==> config.mk <==
export PLATFORM = sky130hd
export DESIGN_NAME = calc_datapath
export DESIGN_NICKNAME = d
export VERILOG_FILES = /design/src/rtl/calc_datapath.sv
export SDC_FILE = /design/constraint.sdc
export NUM_CORES = 1
export LEC_CHECK = 0
export CAP_MARGIN = 20
export CORE_ASPECT_RATIO = 1.2
export CORE_MARGIN = 2
export CORE_UTILIZATION = 30
export DETAILED_ROUTE_END_ITERATION = 16
export HOLD_SLACK_MARGIN = 0.1
export PLACE_DENSITY = 0.48
export SLEW_MARGIN = 15
export SYNTH_ARGS = -nofsm -noshare
export SYNTH_HDL_FRONTEND = slang
export SYNTH_SLANG_ARGS = --single-unit
==> constraint.sdc <==
create_clock -name clock_i -period 6.8 [get_ports clock_i]
set_input_delay 1.02 -clock clock_i [delete_from_list [all_inputs] [get_ports clock_i]]
set_output_delay 1.02 -clock clock_i [all_outputs]
set_load 0.01 [all_outputs]
==> src/rtl/calc_datapath.sv <==
// Calculator datapath: operand/function/result registers driven by controller strobes,
// single-cycle add/sub/logic and a WIDTH-step shift-add multiply / restoring divide engine.
module calc_datapath #(
    parameter int WIDTH = 8
) (
    input  logic                 clock_i,
    input  logic                 reset_i,
    input  logic [WIDTH-1:0]     a_i,
    input  logic [WIDTH-1:0]     b_i,
    input  logic [2:0]           fct_i,
    input  logic                 a_we_i,
    input  logic                 a_rst_i,
    input  logic                 b_we_i,
    input  logic                 b_rst_i,
    input  logic                 fct_we_i,
    input  logic                 fct_rst_i,
    input  logic                 res_we_i,
    input  logic                 res_rst_i,
    input  logic                 rem_we_i,
    input  logic                 rem_rst_i,
    input  logic                 done_we_i,
    input  logic                 done_rst_i,
    output logic [2*WIDTH-1:0]   res_o,
    output logic [WIDTH-1:0]     rem_o,
    output logic                 done_o,
    output logic                 busy_o,
    output logic                 err_o
);

    localparam int CNT_W = $clog2(WIDTH + 1);

    typedef enum logic [1:0] {IDLE, RUN, ZDIV} state_t;

    state_t               state;
    logic [WIDTH-1:0]     a_q, b_q;
    logic [2:0]           fct_q;
    logic [2*WIDTH-1:0]   res_q;
    logic [WIDTH-1:0]     rem_stage, rem_q;
    logic                 done_q, pend_done, err_q;
    logic [CNT_W-1:0]     cnt;
    logic                 eng_div;
    logic [WIDTH-1:0]     hi_q, lo_q, op_q;

    logic [2*WIDTH-1:0]   alu_res;
    logic                 iterative;
    logic [WIDTH:0]       mul_sum, div_shift, div_diff;
    logic                 div_ge;
    logic [WIDTH-1:0]     hi_nx, lo_nx;
    logic                 last_step, complete, abort;

    assign iterative = (fct_q == 3'b010) || (fct_q == 3'b011);
    assign last_step = (state == RUN) && (cnt == CNT_W'(WIDTH - 1));
    assign abort     = (state != IDLE) && res_rst_i;
    assign complete  = (last_step || (state == ZDIV)) && !res_rst_i;

    always_comb begin
        alu_res = '0;
        case (fct_q)
            3'b000:  alu_res = {{(WIDTH-1){1'b0}}, {1'b0, a_q} + {1'b0, b_q}};
            3'b001:  alu_res = {{(WIDTH-1){1'b0}}, {1'b0, a_q} - {1'b0, b_q}};
            3'b100:  alu_res = {{WIDTH{1'b0}}, a_q & b_q};
            3'b101:  alu_res = {{WIDTH{1'b0}}, a_q | b_q};
            3'b110:  alu_res = {{WIDTH{1'b0}}, a_q ^ b_q};
            3'b111:  alu_res = {{WIDTH{1'b0}}, ~a_q};
            default: alu_res = '0;
        endcase
    end

    // One engine step: multiply shifts {acc_hi, multiplier} right; divide shifts {rem, quotient} left.
    always_comb begin
        mul_sum   = {1'b0, hi_q} + (lo_q[0] ? {1'b0, op_q} : '0);
        div_shift = {hi_q, lo_q[WIDTH-1]};
        div_ge    = div_shift >= {1'b0, op_q};
        div_diff  = div_shift - {1'b0, op_q};
        if (eng_div) begin
            hi_nx = div_ge ? div_diff[WIDTH-1:0] : div_shift[WIDTH-1:0];
            lo_nx = {lo_q[WIDTH-2:0], div_ge};
        end else begin
            hi_nx = mul_sum[WIDTH:1];
            lo_nx = {mul_sum[0], lo_q[WIDTH-1:1]};
        end
    end

    always_ff @(posedge clock_i) begin
        if (reset_i) begin
            state     <= IDLE;
            a_q       <= '0;
            b_q       <= '0;
            fct_q     <= '0;
            res_q     <= '0;
            rem_stage <= '0;
            rem_q     <= '0;
            done_q    <= 1'b0;
            pend_done <= 1'b0;
            err_q     <= 1'b0;
            cnt       <= '0;
            eng_div   <= 1'b0;
            hi_q      <= '0;
            lo_q      <= '0;
            op_q      <= '0;
        end else begin
            if (a_rst_i)        a_q <= '0;
            else if (a_we_i)    a_q <= a_i;
            if (b_rst_i)        b_q <= '0;
            else if (b_we_i)    b_q <= b_i;
            if (fct_rst_i)      fct_q <= '0;
            else if (fct_we_i)  fct_q <= fct_i;

            if (rem_rst_i)                         rem_q <= '0;
            else if (rem_we_i && state == IDLE)    rem_q <= rem_stage;

            case (state)
                IDLE: begin
                    if (res_rst_i) begin
                        res_q <= '0;
                        err_q <= 1'b0;
                    end else if (res_we_i) begin
                        if (iterative) begin
                            err_q   <= 1'b0;
                            eng_div <= fct_q[0];
                            cnt     <= '0;
                            hi_q    <= '0;
                            if (fct_q[0] && b_q == '0) begin
                                state <= ZDIV;
                                lo_q  <= a_q;
                            end else begin
                                state <= RUN;
                                lo_q  <= fct_q[0] ? a_q : b_q;
                                op_q  <= fct_q[0] ? b_q : a_q;
                            end
                        end else begin
                            res_q     <= alu_res;
                            rem_stage <= '0;
                        end
                    end
                end
                RUN: begin
                    if (res_rst_i) begin
                        state <= IDLE;
                        res_q <= '0;
                        err_q <= 1'b0;
                    end else begin
                        hi_q <= hi_nx;
                        lo_q <= lo_nx;
                        cnt  <= cnt + 1'b1;
                        if (last_step) begin
                            state     <= IDLE;
                            res_q     <= eng_div ? {{WIDTH{1'b0}}, lo_nx} : {hi_nx, lo_nx};
                            rem_stage <= eng_div ? hi_nx : '0;
                        end
                    end
                end
                ZDIV: begin
                    state <= IDLE;
                    if (res_rst_i) begin
                        res_q <= '0;
                        err_q <= 1'b0;
                    end else begin
                        res_q     <= {{WIDTH{1'b0}}, {WIDTH{1'b1}}};
                        rem_stage <= lo_q;
                        err_q     <= 1'b1;
                    end
                end
                default: state <= IDLE;
            endcase

            // A done request made while busy is held until the engine finishes.
            if (done_rst_i) begin
                done_q    <= 1'b0;
                pend_done <= 1'b0;
            end else if (state == IDLE) begin
                if (done_we_i) done_q <= 1'b1;
            end else if (abort) begin
                pend_done <= 1'b0;
            end else if (complete) begin
                if (pend_done || done_we_i) done_q <= 1'b1;
                pend_done <= 1'b0;
            end else if (done_we_i) begin
                pend_done <= 1'b1;
            end
        end
    end

    assign res_o  = res_q;
    assign rem_o  = rem_q;
    assign done_o = done_q;
    assign busy_o = (state != IDLE);
    assign err_o  = err_q;

endmodule

==> flow_metrics.py, run 1 <==
metrics = {
    "routing": {
        "route.vias.total": 5153,
        "ant_nets": 0,
        "drt_pre_antenna_iters": 6,
        "routedWlPerCell_um": 17.1,
        "detail_route.drc_violations": 0,
        "drt-initial-drc-count": 292,
        "drt-total-wl_um": 17000,
        "route.detailed.vias_per_inst": 5.17,
    },
    "power_and_ir_drop": {
        "seq_power_share_pct": 44.4,
        "power_density_over_cell_area_nw_per_um2": 174,
        "worst_ir_drop_vdd_mv": 0.119,
        "p_comb_share_pct": 16.2,
        "power.leakage_nw": 2.50,
        "total_switching_power_mw": 0.337,
        "cell_internal_pwr_mw": 0.851,
        "power.switching_fraction_pct": 28.3,
        "pwr-share-clk_pct": 39.5,
        "finalPower_mw": 1.19,
    },
    "sta": {
        "unrepaired_setup_endpoints_after_global_routing": "false",
        "layout_setup_ws_ns": 3.51,
        "slew_viol_final": 0,
        "finalCriticalPeriod_ns": 3.29,
        "timing.fmax_ghz": 0.304,
        "final_min_period_over_clock_period_pct": 48.3,
        "final-hold-violation-count": 0,
        "post_route_setup_tns_ns": 0,
        "max_slew.worst_pin.slew_ns": 1.05,
        "timing.final.setup_violations": 0,
        "worst_clock_skew_ns": 0.0110,
        "slew-limit-headroom_pct": 29.9,
    },
    "global_routing": {
        "maximum_number_of_pins_on_one_net_before_global_route_repair": 50,
        "globalRouteMet1Util_pct": 21.9,
        "grt_pass1_vias": 5021,
        "globalRoute.totalOverflow": 0,
        "use_met2_pct": 29.0,
        "grt_pass1_wl_um": 27100,
        "use_met3_pct": 2.61,
        "top_usage_layer": "met2",
        "initial_antenna_violation_count": 0,
        "globalRouteTotalUtil_pct": 17.0,
    },
    "critical_path": {
        "critical_path.max_stage_delay_ns": 0.88,
        "critical_path_class": "reg -> reg",
        "worstSetupEndpointType": "flip-flop",
        "critPathLaunchType": "flip-flop",
        "critical_path_arrival_ns": 3.55,
        "crit_family": "compound AO/OA/AOI/OAI gates",
        "cp.required_ns": 7.06,
        "ff2ff_path_depth": 10,
        "critical_path_peak_fanout": 18,
        "worst_r2r_start": "fct_q[1]",
        "worst_path_max_delay_cell": "dfxtp_1",
        "timing.critical_path.buf_inv": 0,
        "timing.reg2reg.setup_slack_ns": 3.51,
        "critical_path.reg2reg.endpoint": "res_o[8]",
        "cp_cell_sequence": "nor2_1 > and2_1 > mux2i_1 > fa_1 > a21oi_1 > o21ai_0 > a2111oi_0 > nor3_1 > xor2_1 > a211oi_1",
        "cp.depth": 10,
    },
    "cts": {
        "clk_path_buf_depth": 2,
        "post-cts-setup-buffers": 0,
        "cts_resized": 0,
        "tritoncts_clock_tree": "done",
        "cts_inserted_buffers": 9,
        "clk-insertion-delay-late_ns": 0.35,
        "clock_pin_slew_on_the_worst_setup_and_hold_paths_ns": 0.07,
        "cts-hold-fix-buffers": 0,
        "root_buffer": "clkbuf_16",
        "htreeDepth": 3,
        "cts.sinks": 85,
    },
    "floorplan": {
        "std_cell_rows": 55,
        "initial_core_util_pct": 30.6,
        "die_height_um": 156,
        "number_of_top_level_design_ports": 60,
        "design.die.area_um2": 20400,
        "floorplan.die.width_um": 131,
        "core-area_um2": 18900,
    },
    "run": {
        "maxCapViolations": 0,
    },
    "yosys": {
        "syn_nets": 778,
        "netlist-cell-type-count": 74,
        "async_set_or_reset_flop_fraction_in_the_synthesized_netlist_pct": 0,
        "synth-edff-count": 0,
        "synth.cell_area_um2": 5780,
        "ys_seq_area_share_pct": 29.5,
        "synth_ff_type": "dfxtp_1",
        "yosys_register_bits": 85,
        "synth_area_per_cell_um2": 8.29,
        "synthesis.yosys.warnings": 0,
        "post_synth_inst_count": 697,
    },
    "layout": {
        "final_core_utilization_pct": 36.2,
        "final_design_area_no_fill_um2": 6820,
        "syn2layout_area_growth_pct": 18.1,
        "antenna_cells_inserted": 0,
        "fill_cells": 1951,
        "nets": 817,
        "drive_above_1_share_pct": 7.02,
    },
    "min_path": {
        "hp-class": "reg -> reg",
        "worstHoldStart": "rem_o[4]",
        "timing.hold.worst_path_depth": 2,
        "hold-path-endpoint": "rem_o[4]",
    },
    "placed_design": {
        "post-place-ws_ns": 3.36,
        "place_congestion": 0.905,
        "dp.final_hpwl_um": 13000,
        "post_placement_cell_area_um2": 6540,
        "buffer_ports.inserted": 59,
    },
    "run_status": {
        "status": "completed",
    },
}
state kept, by name, summed over array words and instances (netlist names):
| name | count |
|---|---|
| res_o | 16 |
| a_q | 8 |
| b_q | 8 |
| hi_q | 8 |
| lo_q | 8 |
| op_q | 8 |
| rem_o | 8 |
| rem_stage | 8 |
| cnt | 4 |
| fct_q | 3 |
| state | 2 |
| done_o | 1 |
| eng_div | 1 |
| err_o | 1 |
| pend_done | 1 |
cell usage after synthesis, types with 3 or more instances:
cell type / count / area [um^2]
a2111oi_0: 3 / 26.3
a211oi_1: 15 / 113
a21boi_0: 3 / 22.5
a21o_1: 3 / 22.5
a21oi_1: 42 / 210
a221oi_1: 3 / 26.3
a22o_1: 3 / 26.3
a22oi_1: 7 / 52.6
a31oi_1: 9 / 56.3
a32oi_1: 6 / 52.6
and2_1: 12 / 75.1
and3_1: 3 / 18.8
buf_1: 3 / 11.3
buf_2: 11 / 55.1
clkbuf_1: 17 / 63.8
dfxtp_1: 85 / 1700
fa_1: 3 / 60.1
ha_1: 45 / 563
inv_1: 45 / 169
mux2_2: 4 / 45.0
mux2i_1: 51 / 510
mux4_2: 3 / 67.6
nand2_1: 41 / 154
nand3_1: 25 / 125
nand3b_1: 3 / 22.5
nand4_1: 3 / 18.8
nor2_1: 84 / 315
nor2b_1: 7 / 43.8
nor3_1: 18 / 90.1
nor4_1: 3 / 18.8
o2111ai_1: 5 / 43.8
o21a_1: 9 / 67.6
o21ai_0: 28 / 140
o21ai_1: 9 / 45.0
o21bai_1: 3 / 22.5
o22ai_1: 9 / 56.3
o31ai_1: 3 / 22.5
or2_2: 3 / 18.8
or3_1: 4 / 25.0
xnor2_1: 14 / 123
xor2_1: 8 / 70.1
power by group through the flow:
stage | Sequential (mW) | Combinational (mW) | Clock (mW)
final | 0.527 | 0.192 | 0.469
after global routing | 0.529 | 0.213 | 0.499
after CTS | 0.527 | 0.192 | 0.480
after detailed placement | 0.538 | 0.190 | 0
after global placement | 0.538 | 0.189 | 0
after floorplan | 0.533 | 0.127 | 0
how the worst max path moves through the flow:
stage                   start        to  slack, ns
CTS                  fct_q[1]  res_o[8]       3.48
global placement    res_rst_i  res_o[8]       3.50
global route         fct_q[1]  res_o[8]       3.14
detailed placement  res_rst_i  res_o[8]       3.36
finish               fct_q[1]  res_o[8]       3.51
floorplan            fct_q[2]  res_o[8]       4.14
kinds of logic (layout without fill, tap and decap cells):
logic type | after synthesis | count (layout) | share of synthesized area [%]
multiplexers | 58 | 58 | 10.8
buffers and inverters | 81 | 125 | 5.85
XOR/XNOR | 22 | 22 | 3.34
adder cells (fa/ha/maj) | 48 | 48 | 10.8
AO/OA/AOI/OAI | 184 | 184 | 21.7
AND/OR/NAND/NOR | 219 | 219 | 18.1
flip-flops | 85 | 85 | 29.5
cell type report:
cell class	instances	area (um^2)	area share, %
multi-input cells	531	3740	54.8
well taps	256	320	4.70
clock buffers	9	225	3.30
inverters	46	173	2.53
flip-flops and latches	85	1700	24.9
repair buffers	63	616	9.02
clock inverters	7	48.8	0.715
stage by stage:
| step | std cells | hold slack [ns] |
|---|---|---|
| after global placement | 980 | 0.446 |
| final | 997 | 0.454 |
| after floorplan | 697 | 0.432 |
| after detailed placement | 980 | 0.448 |
| after CTS | 996 | 0.458 |
| after global routing | 997 | 0.468 |
per-layer routing:
metal | up-vias | part of all wire, %
met5 | - | 0
met1 | 2413 | 45
met3 | 27 | 3.6
li1 | 2590 | -
met4 | 0 | 2.5
met2 | 123 | 49
worst reg2reg max path: cells and delay by family (launching register included):
kind / cells / cell delay [ns]
AO/OA/AOI/OAI: 4 / 0.90
flip-flops: 1 / 0.88
multiplexers: 1 / 0.20
adder cells (fa/ha/maj): 1 / 0.46
AND/OR/NAND/NOR: 3 / 0.60
XOR/XNOR: 1 / 0.18
cell usage in the layout, fill, tap and decap left out, types with 12 or more instances in the layout:
master / n
nor3_1: 18
clkdlybuf4s50_1: 58
a211oi_1: 15
xnor2_1: 14
nor2_1: 84
and2_1: 12
dfxtp_1: 85
ha_1: 45
o21ai_0: 28
inv_1: 45
a21oi_1: 42
nand2_1: 41
mux2i_1: 51
nand3_1: 25
No activity file was read; power rests on OpenSTA's default activity.
==> run 2, diff against run 1 <==
clock period = 3.32 ns   (was 6.8 ns; I/O delays follow)
==> run 2 against run 1 <==
Compared with the run above:
- cell area rose by 1.4%
- clock-buffer cell count did not move
- hold slack improved by 0.0011 ns
- highest routed layer unchanged
- clock skew fell by 0.00094 ns
- sequential share of layout area fell by 0.34 points
- largest cell class unchanged
==> flow_metrics.py, run 2 (same netlist as run 1, synthesis figures left out) <==
metrics = {
    "critical_path": {
        "crit_family": "compound AO/OA/AOI/OAI gates",
        "critPathLaunchType": "flip-flop",
        "critical_path.max_stage_delay_ns": 0.45,
        "timing.critical_path.from": "fct_q[2]",
        "critical_path.reg2reg.endpoint": "res_o[8]",
        "worst_r2r_start": "fct_q[2]",
        "timing.reg2reg.setup_slack_ns": 0.38,
        "cp_cell_sequence": "nor2_1 > and2_1 > mux2i_1 > fa_1 > a21oi_1 > o21ai_0 > a2111oi_0 > nor3_1 > xor2_1 > a211oi_1",
        "critical_path_peak_fanout": 8,
        "critical_path_arrival_ns": 3.20,
        "cp.depth": 10,
        "ff2ff_path_depth": 10,
        "critical_path_class": "reg -> reg",
        "timing.critical_path.buf_inv": 0,
        "worstSetupEndpointType": "flip-flop",
        "worst_setup_path_endpoint": "res_o[8]",
        "worst_path_max_delay_cell": "fa_1",
        "cp.required_ns": 3.58,
    },
    "layout": {
        "drive_above_1_share_pct": 7.76,
        "layout_common_cells": "85 x dfxtp_1, 84 x nor2_1, 58 x clkdlybuf4s50_1, 51 x mux2i_1",
        "final_design_area_no_fill_um2": 6920,
        "number_of_flip_flops_in_the_largest_register": 16,
        "syn2layout_area_growth_pct": 19.7,
        "nets": 823,
        "antenna_cells_inserted": 0,
        "mostFrequentLayoutCell": "dfxtp_1",
    },
    "sta": {
        "timing.fmax_ghz": 0.341,
        "layout_setup_ws_ns": 0.385,
        "max_slew.worst_pin.slew_ns": 0.768,
        "worst_clock_skew_ns": 0.0100,
        "post_route_setup_tns_ns": 0,
        "unrepaired_setup_endpoints_after_global_routing": "false",
        "final-hold-violation-count": 0,
        "slew-limit-headroom_pct": 48.7,
        "slew_viol_final": 0,
        "finalCriticalPeriod_ns": 2.94,
        "timing.final.setup_violations": 0,
        "final_hold_slack_ns": 0.455,
        "final_min_period_over_clock_period_pct": 88.4,
    },
    "routing": {
        "wl_met3_um": 617,
        "routedWlPerCell_um": 16.9,
        "routed-wl-met2_um": 8320,
        "drt_pre_antenna_iters": 4,
        "routed_met1_length_um": 7610,
        "maxUsedRoutingLayer": "met4",
        "ant_nets": 0,
        "route.detailed.vias_per_inst": 5.17,
        "detail_route.drc_violations": 0,
        "route.vias.total": 5183,
        "drt-initial-drc-count": 209,
        "drt-total-wl_um": 17000,
    },
    "cts": {
        "clk_path_buf_depth": 2,
        "cts_inserted_buffers": 9,
        "clk-insertion-delay-late_ns": 0.35,
        "clock_pin_slew_on_the_worst_setup_and_hold_paths_ns": 0.07,
        "cts-hold-fix-buffers": 0,
        "cts_resized": 0,
        "tritoncts_clock_tree": "done",
        "cts.sinks": 85,
        "root_buffer": "clkbuf_16",
        "htreeDepth": 3,
        "post-cts-setup-buffers": 0,
    },
    "placed_design": {
        "post-place-ws_ns": 0.493,
        "place_congestion": 0.912,
        "post_placement_cell_area_um2": 6590,
        "buffer_ports.inserted": 59,
        "dp.final_hpwl_um": 13300,
    },
    "global_routing": {
        "globalRoute.totalOverflow": 0,
        "grt_pass1_vias": 5167,
        "grt_pass1_wl_um": 27300,
        "maximum_number_of_pins_on_one_net_before_global_route_repair": 36,
        "initial_antenna_violation_count": 0,
        "globalRouteTotalUtil_pct": 17.2,
    },
    "power_and_ir_drop": {
        "power_density_over_cell_area_nw_per_um2": 375,
        "total_switching_power_mw": 0.697,
        "p_comb_share_pct": 15.5,
        "power.switching_fraction_pct": 26.9,
        "worst_ir_drop_vdd_mv": 0.244,
        "pwr-share-clk_pct": 43.1,
        "power.leakage_nw": 2.55,
        "cell_internal_pwr_mw": 1.90,
        "seq_power_share_pct": 41.3,
    },
    "run": {
        "maxCapViolations": 0,
    },
    "floorplan": {
        "number_of_top_level_design_ports": 60,
        "core-area_um2": 18900,
        "floorplan.die.width_um": 131,
        "design.die.area_um2": 20400,
        "std_cell_rows": 55,
        "initial_core_util_pct": 30.6,
        "die_height_um": 156,
    },
    "run_status": {
        "status": "completed",
    },
    "min_path": {
        "hp-class": "reg -> reg",
    },
}
## run 2: changes by cell type in the layout (fill, tap and decap cells not counted), sizes merged
| cell | before | now |
|---|---|---|
| clkinvlp | 1 | 2 |
| buf | 5 | 11 |
| bufinv | 0 | 2 |
| clkinv | 4 | 1 |
## run 2: layout make-up
type                            instances  area [um^2]
Inverter                               46          173
Multi-Input combinational cell        531         3740
Sequential cell                        85         1700
Tap cell                              256          320
Fill cell                            2017        11900
Clock inverter                          7         97.6
Clock buffer                            9          225
Timing Repair Buffer                   69          661
## run 2: how the worst min path moves through the flow
stage / startpoint / end / slack (ns) / depth (start not counted)
5_1_grt: rem_o[1] / rem_o[1] / 0.47 / 2
6_report: rem_o[4] / rem_o[4] / 0.46 / 2
3_5_place_dp: rem_o[3] / rem_o[3] / 0.45 / 2
4_1_cts: rem_o[3] / rem_o[3] / 0.46 / 2
2_1_floorplan: rem_stage[0] / rem_stage[0] / 0.43 / 1
3_3_place_gp: rem_o[3] / rem_o[3] / 0.45 / 2
## run 2: worst reg2reg max path, delay by kind of cell (launching register included)
kind | cells | cell delay [ns]
compound gates | 4 | 1.05
flops | 1 | 0.31
simple gates | 3 | 0.67
fa+ha+maj | 1 | 0.45
mux | 1 | 0.19
xor+xnor | 1 | 0.18
## run 2: metal layers
| layer | global-route usage (%) | up-vias |
|---|---|---|
| met5 | 0 | - |
| met2 | 29.3 | 93 |
| li1 | - | 2606 |
| met1 | 21.8 | 2460 |
| met3 | 2.23 | 24 |
| met4 | 6.69 | 0 |
## run 2: power by group through the flow
stage / clock (mW) / sequential, mW / combinational [mW]
finish: 1.12 / 1.07 / 0.403
global route: 1.19 / 1.08 / 0.445
CTS: 1.15 / 1.07 / 0.405
detailed placement: 0 / 1.10 / 0.402
global placement: 0 / 1.10 / 0.399
floorplan: 0 / 1.09 / 0.260
## run 2: metrics by stage
step | power [mW] | utilization (%) | instances
6_report | 2.60 | 36.7 | 1003
3_3_place_gp | 1.50 | 35.0 | 987
2_1_floorplan | 1.35 | - | 697
5_1_grt | 2.71 | 36.7 | 1003
3_5_place_dp | 1.50 | 35.0 | 987
4_1_cts | 2.63 | 36.7 | 1003
==> run 3, diff against run 2 <==
CTS_CLUSTER_SIZE = 16   (was not set)
==> results of run 3 <==
The final DEF is identical to that of run 2; final timing and power are the same.
